File: config.mk
export PLATFORM = sky130hd
export DESIGN_NAME = rr_arbiter_4
export DESIGN_NICKNAME = d
export VERILOG_FILES = /design/src/rtl/arb_pkg.sv /design/src/rtl/rr_pick.sv /design/src/rtl/rr_arbiter_4.sv
export SDC_FILE = /design/constraint.sdc
export NUM_CORES = 1
export LEC_CHECK = 0
export BUFFER_PORTS_ARGS = -buffer_cell sky130_fd_sc_hd__buf_2
export CORE_AREA = 5 5 42 44
export DETAILED_ROUTE_END_ITERATION = 7
export DIE_AREA = 0 0 47 49
export PLACE_DENSITY = 0.69
export SLEW_MARGIN = 40
export SYNTH_ARGS = -nofsm -noshare
export SYNTH_HDL_FRONTEND = slang
export SYNTH_SLANG_ARGS = --single-unit
export TNS_END_PERCENT = 20
File: constraint.sdc
create_clock -name clk -period 5.25 [get_ports clk]
set_input_delay 1.3125 -clock clk [delete_from_list [all_inputs] [get_ports clk]]
set_output_delay 1.3125 -clock clk [all_outputs]
set_load 0.005 [all_outputs]
File: src/rtl/arb_pkg.sv
// Package shared by the round-robin arbiter files.
//   NREQ        number of requesters
//   arb_state_t arbiter FSM states (IDLE, GRANT)
//   wrap_inc    2-bit modulo-4 increment used for the rotating pointer
package arb_pkg;

  localparam int NREQ  = 4;
  localparam int PTR_W = 2;

  typedef enum logic {
    IDLE  = 1'b0,
    GRANT = 1'b1
  } arb_state_t;

  // Pointer/owner increment; 3 wraps to 0 by natural 2-bit overflow.
  function automatic logic [PTR_W-1:0] wrap_inc(input logic [PTR_W-1:0] v);
    return v + 2'd1;
  endfunction

endpackage

File: src/rtl/rr_pick.sv
// Rotating-priority requester search (purely combinational).
// Ports:
//   req  [3:0] in   request lines
//   ptr  [1:0] in   index that currently has highest priority
//   pick [1:0] out  first set request found searching ptr, ptr+1, ptr+2, ptr+3
//   any        out  high when at least one request is set
module rr_pick
  import arb_pkg::*;
(
  input  logic [NREQ-1:0]  req,
  input  logic [PTR_W-1:0] ptr,
  output logic [PTR_W-1:0] pick,
  output logic             any
);

  // rot[k] is the request that sits k positions after ptr.
  logic [NREQ-1:0]  rot;
  logic [PTR_W-1:0] offset;

  for (genvar gi = 0; gi < NREQ; gi++) begin : g_rot
    assign rot[gi] = req[ptr + PTR_W'(gi)];
  end

  always_comb begin
    offset = '0;
    // Walk downwards so the smallest set offset is the one that sticks.
    for (int k = NREQ - 1; k >= 0; k--) begin
      if (rot[k]) offset = PTR_W'(k);
    end
  end

  assign pick = ptr + offset;
  assign any  = |req;

endmodule

File: src/rtl/rr_arbiter_4.sv
// Four-requester round-robin arbiter with grant hold. Produces a registered
// one-hot grant (or all-zero) suitable for driving a 4-to-2 encoder.
// Ports:
//   clk        in       rising-edge clock
//   rst        in       asynchronous active-high reset
//   req  [3:0] in       request lines
//   done       in       owner release strobe, only looked at while granting
//   gnt  [3:0] out      registered one-hot grant, zero when idle
//   gnt_valid  out      registered, high exactly when gnt is non-zero
//   timeout    out      one-cycle pulse coincident with a forced release
// Optional feature: define ARB_TIMEOUT_EN to force release after HOLD_MAX
// cycles of continuous grant. Without it, timeout is constant 0 and a grant
// is held until done or the owner's request drops.
module rr_arbiter_4
  import arb_pkg::*;
#(
  parameter int HOLD_MAX = 16,
  parameter int CNT_W    = 8
) (
  input  logic            clk,
  input  logic            rst,
  input  logic [NREQ-1:0] req,
  input  logic            done,
  output logic [NREQ-1:0] gnt,
  output logic            gnt_valid,
  output logic            timeout
);

  if (HOLD_MAX < 2 || HOLD_MAX > 255 || (2 ** CNT_W) <= HOLD_MAX) begin : g_bad_param
    $error("rr_arbiter_4: illegal HOLD_MAX/CNT_W combination");
  end

  arb_state_t       state_q, state_d;
  logic [PTR_W-1:0] ptr_q, ptr_d;
  logic [PTR_W-1:0] owner_q, owner_d;
  logic [NREQ-1:0]  gnt_q, gnt_d;
  logic             gnt_valid_q, gnt_valid_d;
  logic             timeout_q, timeout_d;

  logic [PTR_W-1:0] pick;
  logic             any;
  logic             normal_rel;
  logic             force_rel;

  rr_pick u_pick (
    .req  (req),
    .ptr  (ptr_q),
    .pick (pick),
    .any  (any)
  );

  // done and a dropped owner request collapse into one release event, so
  // the pointer can only ever advance once per grant.
  assign normal_rel = done | ~req[owner_q];

`ifdef ARB_TIMEOUT_EN
  logic [CNT_W-1:0] hold_cnt_q, hold_cnt_d;

  assign force_rel = (hold_cnt_q == CNT_W'(HOLD_MAX - 1));

  always_comb begin
    hold_cnt_d = hold_cnt_q;
    if (state_q == IDLE) begin
      if (any) hold_cnt_d = '0;
    end else if (hold_cnt_q != '1) begin
      hold_cnt_d = hold_cnt_q + 1'b1;
    end
  end

  always_ff @(posedge clk or posedge rst) begin
    if (rst) hold_cnt_q <= '0;
    else     hold_cnt_q <= hold_cnt_d;
  end
`else
  assign force_rel = 1'b0;
`endif

  always_comb begin
    state_d     = state_q;
    ptr_d       = ptr_q;
    owner_d     = owner_q;
    gnt_d       = gnt_q;
    gnt_valid_d = gnt_valid_q;
    timeout_d   = 1'b0;
    case (state_q)
      IDLE: begin
        if (any) begin
          state_d     = GRANT;
          owner_d     = pick;
          gnt_d       = NREQ'(1) << pick;
          gnt_valid_d = 1'b1;
        end
      end
      GRANT: begin
        if (normal_rel || force_rel) begin
          state_d     = IDLE;
          gnt_d       = '0;
          gnt_valid_d = 1'b0;
          ptr_d       = wrap_inc(owner_q);
          // A genuine release in the same cycle wins; no timeout pulse.
          timeout_d   = ~normal_rel;
        end
      end
      default: begin
        state_d = IDLE;
      end
    endcase
  end

  always_ff @(posedge clk or posedge rst) begin
    if (rst) begin
      state_q     <= IDLE;
      ptr_q       <= '0;
      owner_q     <= '0;
      gnt_q       <= '0;
      gnt_valid_q <= 1'b0;
      timeout_q   <= 1'b0;
    end else begin
      state_q     <= state_d;
      ptr_q       <= ptr_d;
      owner_q     <= owner_d;
      gnt_q       <= gnt_d;
      gnt_valid_q <= gnt_valid_d;
      timeout_q   <= timeout_d;
    end
  end

  assign gnt       = gnt_q;
  assign gnt_valid = gnt_valid_q;
  assign timeout   = timeout_q;

endmodule

# --- Word level (Yosys, flattened, before mapping) ---
# Index checks and enable logic that the tools add are counted.
totals:
  reg_bits: 11
  in_bits: 7
  output_inout_bits: 6
  elab_cells: 52
op_classes:
  n_addsub: 5
  magnitude_cmp: 5
  n_eq_ne: 2
  shifts: 1
  n_mux: 25
  n_bitwise: 4
  reduce_logical: 4
ops:
  columns: ["cell", "n"]
  rows:
  - ["2-bit by 3-bit less-than comparator with 1-bit output, second input constant", 5]
  - ["1-bit two-way mux", 11]
  - ["1-bit binary-select mux with 2-bit select", 5]
  - ["2-bit two-way mux", 4]
  - ["4-bit two-way mux", 2]
  - ["4-bit one-hot mux with 2 select lines", 1]
  - ["2-bit AND reduction", 3]
  - ["2-bit by 1-bit adder with 2-bit output, second input constant", 2]
  - ["2-bit adder, second input constant", 2]
  - ["1-bit one-hot mux with 2 select lines", 2]
  - ["4-bit OR reduction", 1]
  - ["1-bit by 2-bit << shifter with 4-bit output, first input constant", 1]
  - ["1-bit inverter", 3]
  - ["2-bit adder", 1]
  - ["2-bit by 1-bit inequality test with 1-bit output, second input constant", 1]
  - ["2-bit inequality test, second input constant", 1]
  - ["1-bit bitwise OR", 1]

# --- Depth between registers and ports, before layout ---
# Gate-level depths: netlist of the first run.
logic_depth:
  ltp_word: 11
  ltp_mapped: 10
  depth_no_buf: 9

# --- Hierarchy ---
# From an unflattened synthesis of the first run, not the netlist that was laid out.
hier_totals:
  cells_unflattened: 75
  hier_area_um2: 696.9
by_module_without_submodules:
  columns: ["module", "n_inst", "cells_each", "area_each_um2", "seq_area_each_um2"]
  rows:
  - ["rr_arbiter_4", 1, 48, 515.5, 250.2]
  - ["rr_pick", 1, 27, 181.4, 0.0]

# --- Worst setup path after synthesis of the first run ---
# No wires, ideal clock.
synth_timing:
  kind: "input port to flip-flop"
  from: "in req[3]"
  to: "reg gnt_q[1], in the netlist gnt[1]"
  setup_time_ns: 0.120
  arrival_time_ns: 2.500
  required_time_ns: 5.130
  path_slack_ns: 2.630
  stages: 9
  path_buffers: 0
  cell_sequence: "nor3b_1 > a21oi_1 > nand2_1 > o21ai_1 > o221ai_1 > ha_1 > xor2_1 > xnor2_2 > a31o_1"
synth_between:
  elab_chain_len: 10
  word_cells_on_any_way: 24
  cone_classes: "add/sub (1); eq/ne (2); shift (1); mux (16); bitwise (2); reduce/logical (2)"
synth_lines:
  columns: ["element", "line_no", "source"]
  rows:
  - ["from (decl)", "rr_arbiter_4.sv:22", "input logic [NREQ-1:0] req,"]
  - ["1-bit binary-select mux with 2-bit select", "rr_pick.sv:21", "assign rot[gi] = req[ptr + PTR_W'(gi)];"]
  - ["1-bit two-way mux (not written as such)", "rr_pick.sv:21", null]
  - ["2-bit two-way mux (4 in series)", "rr_pick.sv:28", "if (rot[k]) offset = PTR_W'(k);"]
  - ["2-bit adder", "rr_pick.sv:32", "assign pick = ptr + offset;"]
  - ["1-bit by 2-bit << shifter with 4-bit output", "rr_arbiter_4.sv:90", "gnt_d = NREQ'(1) << pick;"]
  - ["4-bit two-way mux", "rr_arbiter_4.sv:87", "if (any) begin"]
  - ["4-bit one-hot mux with 2 select lines", "rr_arbiter_4.sv:85", "case (state_q)"]
  - ["to (signal assigned)", "rr_arbiter_4.sv:122", "gnt_q <= gnt_d;"]
  - ["to (decl)", "rr_arbiter_4.sv:36", "logic [NREQ-1:0] gnt_q, gnt_d;"]
# Several ways; a longest one is shown, not always the timed one. The select of a mux whose other input is x is not followed.
# A chain may end at the register's enable or synchronous reset.

# --- Final worst setup path of the first run ---
layout_timing:
  from: "in req[0]"
  to: "reg gnt_q[1], in the netlist gnt[1]"
# The elaborated chain is that of the path after synthesis.

==> results of run 1 <==
-- logic make-up (layout without fill, tap and decap cells) --
group                      after synthesis  after routing
AOI/OAI and AO/OA                       18             18
xor gates and xnor gates                 3              3
adders and majority gates                1              1
buffers and inverters                    6             17
DFF                                     10             10
muxes                                    2              2
other                                    1              1
and+or+nand+nor                         28             28
-- power breakdown --
group | switching [W] | internal [W] | total [W]
registers | 0.0000391 | 0.000111 | 0.000150
clock network | 0.0000269 | 0.0000421 | 0.0000691
logic | 0.000115 | 0.000101 | 0.000216
-- Yosys cell counts, types with 2 or more instances --
master                     count  area share, %
sky130_fd_sc_hd__nand2_1      13            7.6
sky130_fd_sc_hd__dfrtp_1      10             39
sky130_fd_sc_hd__o21ai_1       5            3.9
sky130_fd_sc_hd__nor2_1        4            2.3
sky130_fd_sc_hd__a21oi_1       3            2.3
sky130_fd_sc_hd__nand2b_1      3            2.9
sky130_fd_sc_hd__nand3_1       2            1.6
sky130_fd_sc_hd__nor2b_1       2            1.9
-- metrics by stage --
step                      util (%)  setup WS [ns]  instances  hold WS, ns  area [um2]
after floorplan                  -          2.630         69       0.4708       643.1
after global placement       49.29          2.344         92       0.4641       690.7
after detailed placement     49.29          2.331         92       0.4668       690.7
after CTS                    51.88          2.607         96       0.4839       726.9
after global routing         51.88          2.421         96       0.5283       726.9
final                        51.88          2.601         96       0.4825       726.9
-- layout make-up --
class	count	share of cell area (%)
Clock buffer	4	4.991
Multi-Input combinational cell	53	49.23
Timing Repair Buffer	11	7.573
Sequential cell	10	34.42
Tap cell	16	2.754
Inverter	2	1.033
-- worst min-delay path by stage --
stage                           end  slack [ns]
after floorplan           gnt_valid        0.47
after global placement    gnt_valid        0.46
after detailed placement  gnt_valid        0.47
after CTS                 gnt_valid        0.48
after global routing      gnt_valid        0.53
final                     gnt_valid        0.48
-- flip-flops by register name, indices dropped and copies added (netlist names) --
name       cells
gnt_valid      1
ptr_q          2
owner_q        2
state_q        1
gnt            4
-- worst max-delay path: stages --
cell,delay [ns]
sky130_fd_sc_hd__buf_2,0.15
sky130_fd_sc_hd__nor2_1,0.21
sky130_fd_sc_hd__o21ai_0,0.12
sky130_fd_sc_hd__o221ai_1,0.20
sky130_fd_sc_hd__ha_1,0.19
sky130_fd_sc_hd__xor2_1,0.23
sky130_fd_sc_hd__xnor2_2,0.15
sky130_fd_sc_hd__a31o_1,0.24
-- per-layer routing --
layer  routed length, um  global-route usage (%)
met5                   0                       0
met4                  38                   8.295
met3                  63                   1.845
met2                 549                   16.74
met1                 576                   18.89
==> run summary, run 1 <==
top fanout value on the critical path - 8
# DRC - 0
Setup TNS - 0 ns
clk sinks - 10
Die Height - 49 um
Placeable Area - 1401 um2
Worst Reg2Reg Path Length in Cells - 9
average cell area after synthesis - 9.321 um2
Total Die Area - 2303 um2
setup repair after global routing missed its margin - no
Seq/Total Area, Yosys - 38.91%
area of combinational cells with multiple inputs - 357.8 um2
post-CTS resize count - 0
xor/xnor share of the synthesized area - 5.253%
Final min period - 2.649 ns
antenna violations before repair - 0
number of global-route vias before repair - 474
number of enable flip-flop cells after synthesis - 0
worst setup path category - in2reg
# setup viols final - 0
total vias in the final route - 500
multiplexer share of the synthesized area - 6.420%
number of levels in the clock H-tree - 1
worst voltage drop across the vdd grid - 0.2720 mV
power per standard cell area - 598.0 nW/um2
number of buffers added by the clock tree synthesis step - 3
Std-Cell Rows - 14
Worst setup startpoint - req[0]
Synth Area in Simple Gates - 20.23%
post-detailed-placement half-perimeter wirelength - 906.8 um
share of async-settable or async-resettable flops after synthesis - 100.0%
clk_skew - 0.001880 ns
data required time at the worst endpoint - 5.41 ns
setup bufs post-CTS - 0
Critical Path Sink Type - flip-flop
pin count of the biggest net entering global routing - 12
Most used DFF post-synth - sky130_fd_sc_hd__dfrtp_1
static power due to leakage - 0.3390 nW
arithmetic-cell share of the synthesized area counting full adders, half adders and majority gates - 1.946%
latest clock arrival within the worst-skew pair - 0.27 ns
detailed-routing iteration count for the pre-antenna-repair pass - 4
total grt overflow - 0
Register Area - 250.2 um2
die width - 47 um
I/O pins - 13
Layout area overhead - 13.03%
input/output buffers - 11
Post-Syn Area - 643.1 um2
post-route ant nets - 0
Antenna Diode Count - 0
routed length per instance - 12.78 um
First DRT Iteration DRCs - 11
most common library cell in the layout ignoring fill and taps - sky130_fd_sc_hd__nand2_1
Layout fillers - 143
fraction of final layout cells with drive strength greater than 1 - 26.25%
leading cell types in the layout, fill and taps excluded - sky130_fd_sc_hd__nand2_1, sky130_fd_sc_hd__buf_2, sky130_fd_sc_hd__dfrtp_1
power after layout - 0.0004347 W
share of the synthesized area in compound gates (AO/OA/AOI/OAI) - 21.21%
fraction of the cycle the final worst path needs - 50.46%
largest family of logic cells by synthesized area - compound AO/OA/AOI/OAI gates
worst endpoint data arrival time - 2.81 ns
final net count - 89
maximum clock frequency - 0.3775 GHz
placer's final routability congestion estimate - 0.7881
post-synthesis net count - 77
number of vias per cell after detailed routing - 5.208
max-capacitance violation count - 0
number of instances on the worst hold path - 2
Hold Path Class - reg2reg
startpoint type of the worst setup path - input pin
cell count after synthesis - 69
result of the run - completed
clock slew at reported path FFs - 0.07 ns
reg-to-reg setup timing slack - 3.22 ns
Hold Path Origin - gnt_valid
reg-to-reg critical path startpoint - ptr_q[0]
worst setup path endpoint - gnt[1]
number of synthesized register bits - 10
global-route wire length before repair - 2166 um
number of different library cells in the post-synthesis netlist - 35
Hold Violations, Final - 0
Root Buffer - sky130_fd_sc_hd__clkbuf_4
Total Wirelength - 1227 um
deepest clock path buffer count - 2
endpoint of the most critical register-to-register path - gnt[1]
warning count from the yosys run - 0
final count of pins violating max slew - 0
initial cell density of the core - 45.89%
CTS Hold Buffers Added - 0
TritonCTS clock tree - yes
total routing resource utilization after global routing - 12.79%
Note: power is estimated with default switching activity, not from simulation.
==> run 2, diff against run 1 <==
==> constraint.sdc (replaced) <==
create_clock -name clk -period 2.5 [get_ports clk]
set_input_delay 0.625 -clock clk [delete_from_list [all_inputs] [get_ports clk]]
set_output_delay 0.625 -clock clk [all_outputs]
set_load 0.005 [all_outputs]
==> run 2 against run 1 <==
Largest power group unchanged. Cell count did not move. Clock skew fell by 0.0016 ns. Worst hold slack got worse by 0.15 ns. Critical path depth rose by 1.
==> run summary, run 2 (synthesis results as in run 1) <==
CTS Hold Buffers Added - 0
max-capacitance violation count - 0
latest clock arrival within the worst-skew pair - 0.26 ns
number of vias per cell after detailed routing - 5.313
routed length per instance - 12.11 um
setup bufs post-CTS - 0
fraction of power spent switching nets - 41.11%
I/O pins - 13
Root Buffer - sky130_fd_sc_hd__clkbuf_4
detailed-routing iteration count for the pre-antenna-repair pass - 4
die width - 47 um
fraction of final layout cells with drive strength greater than 1 - 26.25%
deepest clock path buffer count - 2
worst setup path category - reg2reg
number of flip-flops in the largest register - 4
leading cell types in the layout, fill and taps excluded - sky130_fd_sc_hd__nand2_1, sky130_fd_sc_hd__buf_2, sky130_fd_sc_hd__dfrtp_1
Die Height - 49 um
share of total power in combinational logic - 50.0%
clk sinks - 10
post-CTS resize count - 0
Layout fillers - 139
TritonCTS clock tree - yes
Total Wirelength - 1163 um
internal power consumption - 0.0005335 W
Layout area overhead - 13.03%
placer's final routability congestion estimate - 0.7983
pin count of the biggest net entering global routing - 12
total vias in the final route - 510
Critical Path Sink Type - flip-flop
clock share of power - 15.5%
net switching power of the design - 0.0003725 W
data required time at the worst endpoint - 2.65 ns
maximum clock frequency - 0.5005 GHz
Setup TNS - 0 ns
critical path's largest stage delay - 0.49 ns
clk_skew - 0.0003020 ns
worst endpoint data arrival time - 2.15 ns
part of the power in registers - 34.5%
total routing resource utilization after global routing - 12.71%
number of global-route vias before repair - 532
fraction of the cycle the final worst path needs - 79.92%
post-detailed-placement half-perimeter wirelength - 872.1 um
Final min period - 1.998 ns
Final Non-Filler Cells - 96
number of buffers added by the clock tree synthesis step - 3
Antenna Diode Count - 0
static power due to leakage - 0.3390 nW
Total Die Area - 2303 um2
power per standard cell area - 1246 nW/um2
First DRT Iteration DRCs - 11
library cell contributing the largest single delay on the critical path - sky130_fd_sc_hd__dfrtp_1
initial cell density of the core - 45.89%
post-route ant nets - 0
number of placed instances, taps included - 92
final net count - 89
# DRC - 0
Hold Path Class - in2async
startpoint type of the worst setup path - flip-flop
most common library cell in the layout ignoring fill and taps - sky130_fd_sc_hd__nand2_1
input/output buffers - 11
number of levels in the clock H-tree - 1
Placeable Area - 1401 um2
top fanout value on the critical path - 11
final count of pins violating max slew - 0
clock slew at reported path FFs - 0.06 ns
global-route wire length before repair - 2187 um
chain of cells forming the critical path - nor2b_1 > a21oi_1 > nand2_1 > o21ai_1 > o221ai_1 > ha_1 > xor2_1 > xnor2_2 > a31o_1
Std-Cell Rows - 14
total grt overflow - 0
# setup viols final - 0
Hold Violations, Final - 0
worst voltage drop across the vdd grid - 0.4998 mV
result of the run - completed
setup repair after global routing missed its margin - no
antenna violations before repair - 0
-- run 2: path summary, 6_finish.rpt --
check                           from        end  slack, ns  cells past startpoint
min in group clk           gnt_valid  gnt_valid       0.48                      2
max                         ptr_q[0]     gnt[1]       0.50                      9
min                              rst  gnt_valid       0.33                      2
min reg2reg                gnt_valid  gnt_valid       0.48                      2
max reg2reg                 ptr_q[0]     gnt[1]       0.50                      9
max in group asynchronous        rst    state_q       1.91                      2
-- run 2: metal layers --
layer  global-route usage, %  vias to the layer above  wire length, um  share of wire [%]
met5                       0                        -                0                  0
li1                        -                      262                -                  -
met4                   6.912                        0               12                1.0
met3                   1.107                        2               55                4.7
met1                   17.89                      233              559                 48
met2                   18.55                       13              536                 46
-- run 2: final cells by class --
| class | instances | area, um2 | share of cell area [%] |
|---|---|---|---|
| Multi-Input combinational cell | 53 | 357.8 | 49.23 |
| Sequential cell | 10 | 250.2 | 34.42 |
| Timing Repair Buffer | 11 | 55.05 | 7.573 |
| Clock buffer | 4 | 36.28 | 4.991 |
| Tap cell | 16 | 20.02 | 2.754 |
| Inverter | 2 | 7.507 | 1.033 |
-- run 2: power groups by stage --
stage	Clock [W]	Combinational, W	Sequential [W]
floorplan	0	0.000412	0.000280
global placement	0	0.000447	0.000315
detailed placement	0	0.000451	0.000317
CTS	0.000146	0.000457	0.000314
global route	0.000153	0.000513	0.000332
finish	0.000141	0.000453	0.000312
-- run 2: per-stage QoR --
step                instance area [um2]  utilization, %  hold WS (ns)  power (W)  setup WS [ns]
floorplan                         643.1               -        0.4652  0.0006925         0.5677
global placement                  690.7           49.29        0.4647  0.0007619         0.2875
finish                            726.9           51.88        0.3290  0.0009060         0.5019
detailed placement                690.7           49.29        0.4716  0.0007684         0.2987
global route                      726.9           51.88        0.3592  0.0009989         0.3328
CTS                               726.9           51.88        0.3370  0.0009174         0.4950
-- run 2: critical path: cells and delay by family (launching register included) --
kind	cells	cell delay (ns)
AO/OA/AOI/OAI	4	0.57
flip-flops	1	0.49
AND/OR/NAND/NOR	2	0.25
XOR/XNOR	2	0.36
adder cells (fa/ha/maj)	1	0.21
==> run 3, diff against run 2 <==
==> constraint.sdc (replaced) <==
create_clock -name clk -period 1.96 [get_ports clk]
set_input_delay 0.49 -clock clk [delete_from_list [all_inputs] [get_ports clk]]
set_output_delay 0.49 -clock clk [all_outputs]
set_load 0.005 [all_outputs]
==> run 3 against run 2 <==
Flip-flop and latch count is the same. Cell area up 14%. Worst hold slack worse by 0.13 ns. First-iteration DRC count down 27%. Die area stayed put. Critical path depth stayed put. Cell count increased by 10%. Total power grew 41%.
==> run summary, run 3 (synthesis results as in run 1) <==
Worst Reg2Reg Path Length in Cells - 9
Antenna Diode Count - 0
fraction of final layout cells with drive strength greater than 1 - 41.11%
Total Die Area - 2303 um2
total vias in the final route - 553
placer's final routability congestion estimate - 0.8056
# DRC - 0
result of the run - completed
pin count of the biggest net entering global routing - 11
clk sinks - 10
clock slew at reported path FFs - 0.07 ns
leading cell types in the layout, fill and taps excluded - sky130_fd_sc_hd__nand2_1, sky130_fd_sc_hd__buf_2, sky130_fd_sc_hd__buf_4
Placeable Area - 1401 um2
total grt overflow - 0
data required time at the worst endpoint - 2.11 ns
internal power consumption - 0.0007586 W
latest clock arrival within the worst-skew pair - 0.26 ns
detailed-routing iteration count for the pre-antenna-repair pass - 4
global-route wire length before repair - 2235 um
fraction of the cycle the final worst path needs - 96.71%
total routing resource utilization after global routing - 12.85%
fraction of power spent switching nets - 40.67%
deepest clock path buffer count - 2
First DRT Iteration DRCs - 8
Post-DP Area - 758.2 um2
Non-Filler Cell Area, Final - 830.8 um2
TritonCTS clock tree - yes
antenna violations before repair - 0
final count of pins violating max slew - 0
Std-Cell Rows - 14
static power due to leakage - 0.3921 nW
I/O pins - 13
top fanout value on the critical path - 6
Total Wirelength - 1355 um
startpoint type of the worst setup path - flip-flop
worst setup path category - reg2reg
worst voltage drop across the vdd grid - 0.9146 mV
Hold Path Class - in2async
final net count - 99
clock share of power - 14.2%
share of total power in combinational logic - 54.8%
number of vias per cell after detailed routing - 5.217
net switching power of the design - 0.0005200 W
initial cell density of the core - 45.89%
Hold Violations, Final - 0
part of the power in registers - 31.0%
clk_skew - 0.001963 ns
placement-stage worst setup slack - -0.09401 ns
number of flip-flops in the largest register - 4
Final Non-Filler Cells - 106
setup repair after global routing missed its margin - yes
CTS Hold Buffers Added - 0
most common library cell in the layout ignoring fill and taps - sky130_fd_sc_hd__nand2_1
number of buffers added by the clock tree synthesis step - 3
number of levels in the clock H-tree - 1
Critical Path Sink Type - flip-flop
Root Buffer - sky130_fd_sc_hd__clkbuf_4
# setup viols final - 0
Layout area overhead - 29.18%
number of placed instances, taps included - 101
die width - 47 um
input/output buffers - 11
maximum clock frequency - 0.5276 GHz
post-route ant nets - 0
post-detailed-placement half-perimeter wirelength - 971.6 um
smallest setup slack after layout - 0.06452 ns
Final min period - 1.895 ns
worst endpoint data arrival time - 2.04 ns
routed length per instance - 12.78 um
Die Height - 49 um
number of global-route vias before repair - 522
max-capacitance violation count - 0
power per standard cell area - 1539 nW/um2
Layout fillers - 131
[run 3: cell count changes in the layout (fill, tap and decap cells not counted)]
| cell | before | now |
|---|---|---|
| sky130_fd_sc_hd__a21oi_1 | 3 | 2 |
| sky130_fd_sc_hd__dfrtp_2 | 0 | 1 |
| sky130_fd_sc_hd__o221ai_1 | 1 | 0 |
| sky130_fd_sc_hd__o221ai_2 | 0 | 1 |
| sky130_fd_sc_hd__ha_2 | 0 | 1 |
| sky130_fd_sc_hd__dfrtp_1 | 10 | 9 |
| sky130_fd_sc_hd__ha_1 | 1 | 0 |
| sky130_fd_sc_hd__nor2b_4 | 0 | 1 |
| sky130_fd_sc_hd__buf_4 | 0 | 10 |
| sky130_fd_sc_hd__a21oi_2 | 0 | 1 |
| sky130_fd_sc_hd__xor2_1 | 1 | 0 |
| sky130_fd_sc_hd__xor2_2 | 0 | 1 |
| sky130_fd_sc_hd__nor2b_1 | 2 | 1 |
[run 3: cell type report]
| type | count | area [um2] | area share (%) |
|---|---|---|---|
| flip-flops and latches | 10 | 251.5 | 30.27 |
| repair buffers | 21 | 130.1 | 15.66 |
| multi-input cells | 53 | 385.4 | 46.39 |
| clock buffers | 4 | 36.28 | 4.367 |
| inverters | 2 | 7.507 | 0.9036 |
| well taps | 16 | 20.02 | 2.410 |
[run 3: worst paths after layout]
check / start / endpoint / slack, ns
setup / recovery: ptr_q[0] / gnt[0] / 0.06
hold / removal: rst / gnt[0] / 0.20
setup reg to reg: ptr_q[0] / gnt[0] / 0.06
hold reg to reg: gnt_valid / gnt_valid / 0.48
max in group asynchronous: rst / ptr_q[0] / 1.47
min in group clk: gnt_valid / gnt_valid / 0.48
[run 3: worst max-delay path, cell delays in order, from the launching register on]
cell and delay [ns]:
sky130_fd_sc_hd__dfrtp_2 0.44, sky130_fd_sc_hd__nor3b_1 0.29, sky130_fd_sc_hd__a21oi_2 0.05, sky130_fd_sc_hd__nand2_1 0.07, sky130_fd_sc_hd__o21ai_1 0.07, sky130_fd_sc_hd__o221ai_2 0.08
sky130_fd_sc_hd__ha_2 0.22, sky130_fd_sc_hd__xor2_2 0.19, sky130_fd_sc_hd__xnor2_2 0.14, sky130_fd_sc_hd__a32o_1 0.22
[run 3: stage by stage]
step	power [W]	hold WS (ns)	TNS, ns	utilization [%]
2_1_floorplan	0.0008833	0.3302	0	-
3_3_place_gp	0.001026	0.4589	-0.2690	54.11
3_5_place_dp	0.001036	0.4663	-0.3118	54.11
4_1_cts	0.001222	0.2055	0	56.70
5_1_grt	0.001392	0.2150	-0.1360	59.29
6_report	0.001279	0.1956	0	59.29
[run 3: power by group through the flow]
stage | Combinational, W | Clock (W) | Sequential (W)
2_1_floorplan | 0.000526 | 0 | 0.000358
3_3_place_gp | 0.000639 | 0 | 0.000388
3_5_place_dp | 0.000646 | 0 | 0.000390
4_1_cts | 0.000650 | 0.000186 | 0.000386
5_1_grt | 0.000784 | 0.000197 | 0.000411
6_report | 0.000701 | 0.000181 | 0.000396
[run 3: repair_timing]
action                                  CTS  global route
buffers inserted                          0             1
endpoints found under the setup margin    0             5
gates resized for setup                   0             7
[run 3: routing by layer]
metal  wire length, um  track usage (%)  vias up  share of wire, %
li1                  -                -      280                 -
met1               617            17.20      265                46
met2               673            19.68        8                50
met3                64            3.690        0               4.7
met4                 0            3.687        0                 0
met5                 0                0        -                 0
